**config.mk**
```make
export PLATFORM = sky130hd
export DESIGN_NAME = dma_copy
export DESIGN_NICKNAME = d
export VERILOG_FILES = /design/src/rtl/dma_pkg.sv /design/src/rtl/dma_copy.sv
export SDC_FILE = /design/constraint.sdc
export NUM_CORES = 1
export LEC_CHECK = 0
export BUFFER_PORTS_ARGS = -buffer_cell sky130_fd_sc_hd__buf_2
export CORE_MARGIN = 4
export CORE_UTILIZATION = 56
export CTS_CLUSTER_DIAMETER = 100
export DETAILED_ROUTE_END_ITERATION = 7
export GPL_ROUTABILITY_DRIVEN = 0
export PLACE_DENSITY = 0.8
export SYNTH_ARGS = -nofsm -noshare
export SYNTH_HDL_FRONTEND = slang
export SYNTH_SLANG_ARGS = --single-unit
```
**constraint.sdc**
```tcl
create_clock -name clk -period 9.5 [get_ports clk]
set_input_delay 1.9 -clock clk [delete_from_list [all_inputs] [get_ports clk]]
set_output_delay 1.9 -clock clk [all_outputs]
set_load 0.005 [all_outputs]
```
**src/rtl/dma_pkg.sv**
```systemverilog
// Shared types and constants for the dma_copy word-copy engine.
package dma_pkg;

    typedef enum logic [1:0] {
        IDLE  = 2'd0,
        READ  = 2'd1,
        WRITE = 2'd2
    } dma_state_e;

    localparam logic [1:0] REG_SRC  = 2'd0;
    localparam logic [1:0] REG_DST  = 2'd1;
    localparam logic [1:0] REG_LEN  = 2'd2;
    localparam logic [1:0] REG_CTRL = 2'd3;

    localparam int unsigned CTRL_START = 0;
    localparam int unsigned CTRL_ABORT = 1;

    localparam int unsigned STAT_BUSY  = 0;
    localparam int unsigned STAT_DONE  = 1;
    localparam int unsigned STAT_FAULT = 2;

    function automatic logic [31:0] apply_mask(input logic [31:0] old_v,
                                               input logic [31:0] new_v,
                                               input logic [3:0]  mask);
        logic [31:0] res;
        res = old_v;
        for (int b = 0; b < 4; b++) begin
            if (mask[b]) res[8*b +: 8] = new_v[8*b +: 8];
        end
        return res;
    endfunction

endpackage

```
**src/rtl/dma_copy.sv**
```systemverilog
// Memory-to-memory word copy engine: responder port for programming,
// initiator port issuing one read then one write per word.
module dma_copy
    import dma_pkg::*;
#(
    parameter int unsigned LEN_WIDTH = 16
) (
    input  logic        clk,
    input  logic        reset,
    input  logic [31:0] address_in,
    input  logic        sel_in,
    input  logic        read_in,
    output logic [31:0] read_value_out,
    input  logic [3:0]  write_mask_in,
    input  logic [31:0] write_value_in,
    output logic        ready_out,
    output logic [31:0] m_address_out,
    output logic        m_read_out,
    output logic        m_write_out,
    input  logic [31:0] m_read_value_in,
    output logic [3:0]  m_write_mask_out,
    output logic [31:0] m_write_value_out,
    input  logic        m_ready_in,
    input  logic        m_fault_in,
    output logic        irq_out
);

    dma_state_e           state_q;
    logic [31:0]          src_q, dst_q, cur_src_q, cur_dst_q, data_q, m_addr_q;
    logic [LEN_WIDTH-1:0] len_q, rem_q;
    logic                 done_q, fault_q, abort_q, m_read_q, m_write_q;

    logic [1:0] reg_idx;
    logic       busy, start_req, abort_req, cfg_wr;
    logic       unused_addr;

    assign reg_idx     = address_in[3:2];
    assign busy        = (state_q != IDLE);
    assign cfg_wr      = sel_in && !busy;
    assign start_req   = sel_in && (reg_idx == REG_CTRL) && write_mask_in[0]
                         && write_value_in[CTRL_START];
    assign abort_req   = sel_in && (reg_idx == REG_CTRL) && write_mask_in[0]
                         && write_value_in[CTRL_ABORT];
    assign unused_addr = ^{address_in[31:4], address_in[1:0]};

    assign ready_out         = sel_in;
    assign irq_out           = done_q | fault_q;
    assign m_address_out     = m_addr_q;
    assign m_read_out        = m_read_q;
    assign m_write_out       = m_write_q;
    assign m_write_mask_out  = {4{m_write_q}};
    assign m_write_value_out = data_q;

    always_comb begin
        read_value_out = '0;
        if (sel_in && read_in) begin
            unique case (reg_idx)
                REG_SRC:  read_value_out = src_q;
                REG_DST:  read_value_out = dst_q;
                REG_LEN:  read_value_out = 32'(len_q);
                REG_CTRL: read_value_out = {29'b0, fault_q, done_q, busy};
            endcase
        end
    end

    always_ff @(posedge clk or posedge reset) begin
        if (reset) begin
            state_q   <= IDLE;
            src_q     <= '0;
            dst_q     <= '0;
            len_q     <= '0;
            cur_src_q <= '0;
            cur_dst_q <= '0;
            rem_q     <= '0;
            data_q    <= '0;
            m_addr_q  <= '0;
            done_q    <= 1'b0;
            fault_q   <= 1'b0;
            abort_q   <= 1'b0;
            m_read_q  <= 1'b0;
            m_write_q <= 1'b0;
        end else begin
            if (cfg_wr && reg_idx == REG_SRC) begin
                src_q <= apply_mask(src_q, write_value_in, write_mask_in) & ~32'd3;
            end
            if (cfg_wr && reg_idx == REG_DST) begin
                dst_q <= apply_mask(dst_q, write_value_in, write_mask_in) & ~32'd3;
            end
            if (cfg_wr && reg_idx == REG_LEN) begin
                len_q <= LEN_WIDTH'(apply_mask(32'(len_q), write_value_in, write_mask_in));
            end

            // Strobes are raised one cycle after the previous handshake, giving a turnaround gap.
            unique case (state_q)
                IDLE: begin
                    if (start_req) begin
                        done_q    <= (len_q == '0);
                        fault_q   <= 1'b0;
                        abort_q   <= 1'b0;
                        cur_src_q <= src_q;
                        cur_dst_q <= dst_q;
                        rem_q     <= len_q;
                        if (len_q != '0) begin
                            state_q  <= READ;
                            m_read_q <= 1'b1;
                            m_addr_q <= src_q;
                        end
                    end
                end
                READ: begin
                    if (abort_req) abort_q <= 1'b1;
                    if (!m_read_q) begin
                        m_read_q <= 1'b1;
                        m_addr_q <= cur_src_q;
                    end else if (m_ready_in) begin
                        m_read_q <= 1'b0;
                        if (m_fault_in) begin
                            fault_q <= 1'b1;
                            state_q <= IDLE;
                        end else begin
                            data_q  <= m_read_value_in;
                            state_q <= WRITE;
                        end
                    end
                end
                WRITE: begin
                    if (abort_req) abort_q <= 1'b1;
                    if (!m_write_q) begin
                        m_write_q <= 1'b1;
                        m_addr_q  <= cur_dst_q;
                    end else if (m_ready_in) begin
                        m_write_q <= 1'b0;
                        if (m_fault_in) begin
                            fault_q <= 1'b1;
                            state_q <= IDLE;
                        end else begin
                            cur_src_q <= cur_src_q + 32'd4;
                            cur_dst_q <= cur_dst_q + 32'd4;
                            rem_q     <= rem_q - LEN_WIDTH'(1);
                            if (rem_q == LEN_WIDTH'(1)) begin
                                done_q  <= 1'b1;
                                state_q <= IDLE;
                            end else if (abort_q || abort_req) begin
                                abort_q <= 1'b0;
                                state_q <= IDLE;
                            end else begin
                                state_q <= READ;
                            end
                        end
                    end
                end
                default: state_q <= IDLE;
            endcase
        end
    end

endmodule

```
==> results <==
- The capture instance of the worst register-to-register path is cur_dst_q[26].
- The clock-pin transition on the worst setup and hold timing paths is 0.06 ns.
- Summed over all instances, the cell type with the most area after synthesis is dfrtp_1.
- The mean routed wirelength per cell is 20.63 um.
- The critical path goes through buf_2, buf_4, nor2b_1, a21oi_1, nor2_1, buf_2.
- For this design, the slowest cell found on the critical path is nor2b_1.
- By area the synthesized netlist is led by dfrtp_1 (47%), mux2_2 (13%), a21oi_1 (4.3%), mux2i_1 (3.3%), nor2_1 (3.2%).
- The time the final worst path needs with I/O delays and setup is 5.548 ns.
- In the global route stage, overall resource usage came out at 0.2696.
- The number of nets still failing antenna checks after routing is 0.
- The number of placed I/O pins is 210.
- After detailed routing, the number of remaining DRC violations is 0.
- The summed area of non-filler cells in the final layout is 0.01342 mm2.
- The worst setup path is launched from an input port.
- Sorting the synthesized cells by how often they occur yields dfrtp_1 (222), mux2_2 (139), a21oi_1 (101), nor2_1 (101), nand2_1 (83).
- The number of input and output port buffers inserted is 179.
- Counting stages on the worst path, the most repeated cell is buf_2.
- The critical path starts at address_in[2].
- The count of pins over their slew limit is 0.
- The static leakage power is 5.857 nW.
- Synthesis produced 1151 cells.
- The share of async-settable or async-resettable flops after synthesis is 1.000.
- The tightest min-delay check is of the reg -> reg type.
- The number of rows in the core area is 52.
- The first detailed-routing pass took 5 iterations.
- In this run the worst path has a maximum fanout of 38.
- The insertion delay of the later-clocked pin in the worst-skew pair is 0.52 ns.
- The worst setup path category is in -> out.
- The sum of negative setup slack is 0 ns.
- The share of the synthesized area in the top cell type is 0.4749.
- In this run the tightest slew margin relative to its limit is 0.2037.
- The count of state elements after synthesis is 222.
- The final core utilization is 0.6591.
- The global-route congestion overflow total is 0.
- The most common cell in the synthesized netlist is dfrtp_1.
- The run finished with clean final reports.
- For this block, the routed nets add up to 32420 um of wire.
- The DRC violation total after the first TritonRoute iteration is 1083.
- The maximum cell stage delay along the critical path is 0.84 ns.
- The transition time at the pin with the least slew margin is 1.185 ns.
- Counting cells, the worst reg-to-reg path comes to 8.
- STA classifies the critical path endpoint as an output port.
- The critical path endpoint is read_value_out[14].
- The floorplan step defined a core boundary enclosing 0.02036 mm2.
- For this block, the via count after detailed routing is 10130.
- TritonCTS built the clock tree.
- The slack of the worst reg-to-reg path is 6.07 ns.
- The antenna diode count is 0.
- After synthesis the cells add up to 0.01170 mm2.
- Synthesis produced a netlist with a net count of 1265.
- The worst register-to-register path begins at state_q[0].
- The combinational family with the most area after synthesis is multiplexers.
- Dividing the final minimum period by the clock period gives 0.5840.
- The H-tree level count is 1.
- The number of distinct library cells after synthesis is 68.
- The worst setup skew after layout is 0.007861 ns.
- The via count of the first global-routing pass is 9827.
- The sequential cell area fraction in the yosys report is 0.4749.
- The synthesized-area fraction occupied by ao, oa, aoi and oai cells is 0.1677.
- The final net count is 1400.
- The cell area power density is 378.5 mW/mm2.
- The TritonCTS buffer count is 24.
- Setup violations remaining at the end of the flow were counted as 0.
- Of the total synthesized cell area, the portion taken by AND, OR, NAND and NOR gates is 0.1426.
- In this run the mean area of a mapped cell was 10.16 um2.
- The hold-fix buffer count after cts is 0.
- In this run the vertical extent of the chip is 152.5 um.
- The initial antenna violation count is 0.
- The post-cts resize count is 0.
- The clock passes through at most 3 buffers.
- The total placed instance area is 0.01269 mm2.
- Entering global routing, the biggest net connects 111 pins.
- In this run the horizontal extent of the chip is 152.5 um.
- STA puts the critical path data required time at 7.60 ns.
- The cell sitting at the root of the clock tree is a clkbuf_16.
- The first global-routing pass estimated 52250 um of wire.
- The tool flagged a number of max-cap violations equal to 0.
- Setup repair after global routing left no endpoint under its margin.
- The adder-cell share of the synthesized area is 0.008557.
- Derived from the worst setup path, the maximum achievable clock frequency is 0.1802 GHz.
- The most used flip-flop cell after synthesis is dfrtp_1.
- From synthesis to final layout, the design area changed by 14.74%.
- Detailed placement finished with a half-perimeter wire length of 22120 um.
- The overall die area is 0.02326 mm2.
- The number of hold violations in the final report is 0.
- Dividing the detail-routed via count by the number of cells gives 6.450.
- Of the cells placed in the final design, the portion with a size suffix greater than 1 is 0.2975.
- The initial utilization of the core area, before any placement, comes to 0.5744.
- The count of flip-flops with a built-in enable after synthesis is 0.
- The share of the synthesized netlist area taken by xor and xnor gates is 0.
- During synthesis, Yosys emitted a total of 0 warnings.
- Across the VDD grid, the largest voltage drop is 0.0002750 V.
- After synthesis, the share of cell area in mux cells is 0.1691.
- After clock tree synthesis, the setup repair step added 0 buffers.
- The design draws 0.005080 W.
- CTS saw 222 sinks.
- The arrival time reported for the critical path endpoint is 3.65 ns.
## critical path, delay by kind of cell
kind / cells / cell delay (ns)
buf+inv: 3 / 0.54
compound gates: 1 / 0.22
simple gates: 2 / 0.96
## per-stage QoR
step | worst slack [ns] | hold slack, ns | std cells
2_1_floorplan | 1.522 | 0.4783 | 1151
3_3_place_gp | 4.003 | 0.4825 | 1530
3_5_place_dp | 3.980 | 0.4883 | 1530
4_1_cts | 3.973 | 0.5028 | 1571
5_1_grt | 3.837 | 0.5186 | 1571
6_report | 3.952 | 0.4996 | 1571
## worst min path at each step
stage                                  to  slack [ns]                   from  cells past startpoint
floorplan                   cur_dst_q[29]        0.48              dst_q[29]                      2
global placement    m_write_value_out[28]        0.48  m_write_value_out[28]                      1
detailed placement       m_address_out[7]        0.49       m_address_out[7]                      1
CTS                     m_address_out[20]        0.50      m_address_out[20]                      1
global route        m_write_value_out[12]        0.52  m_write_value_out[12]                      1
finish                  m_address_out[20]        0.50      m_address_out[20]                      1
## state kept, by name, summed over array words and instances (netlist names), 2 cells and up
| name | flops |
|---|---|
| m_write_value_out | 32 |
| m_address_out | 31 |
| cur_dst_q | 30 |
| cur_src_q | 30 |
| dst_q | 30 |
| src_q | 30 |
| len_q | 16 |
| rem_q | 16 |
| state_q | 2 |
## power breakdown
| part | switching [W] | internal [W] |
|---|---|---|
| clock network | 0.000373 | 0.000511 |
| logic | 0.00121 | 0.00103 |
| registers | 0.000516 | 0.00144 |
## cells by family after synthesis
logic type                 count (synthesis)
buffers and inverters                     98
adders and majority gates                  8
muxes                                    179
AOI/OAI and AO/OA                        305
DFF                                      222
and+or+nand+nor                          339
## routing by layer
layer  GRT usage  share of wire  vias up
met4     0.07976          0.035        0
met1      0.3622           0.40     4926
met3     0.06049          0.095       93
met2      0.4431           0.47      551
li1            -              -     4563
met5           0              0        -
## placed cells by master, fill, tap and decap left out, types with 14 or more instances in the layout
cell       Yosys  final
inv_1         15     14
nor2_1       101    100
a22oi_1       33     33
nor3_1        22     22
a31oi_1       18     18
mux2i_1       39     39
nand3_1       42     42
buf_2          3    179
o22ai_1       27     27
nand4_1       31     31
nand2_1       83     83
mux2_2       139    139
a21oi_1      101    101
a2bb2oi_1     28     28
nor4_1        14     14
dfrtp_1      222    222
clkbuf_16      0     25
o21ai_0       42     42
## layout make-up
cell class,instances,area [um2]
flip-flops and latches,222,5555
clock buffers,37,710.7
repair buffers,191,985.9
fillers,1589,6943
clock inverters,4,22.52
multi-input cells,831,5742
well taps,270,337.8
inverters,16,67.56
No activity file was read; power rests on OpenSTA's default activity.
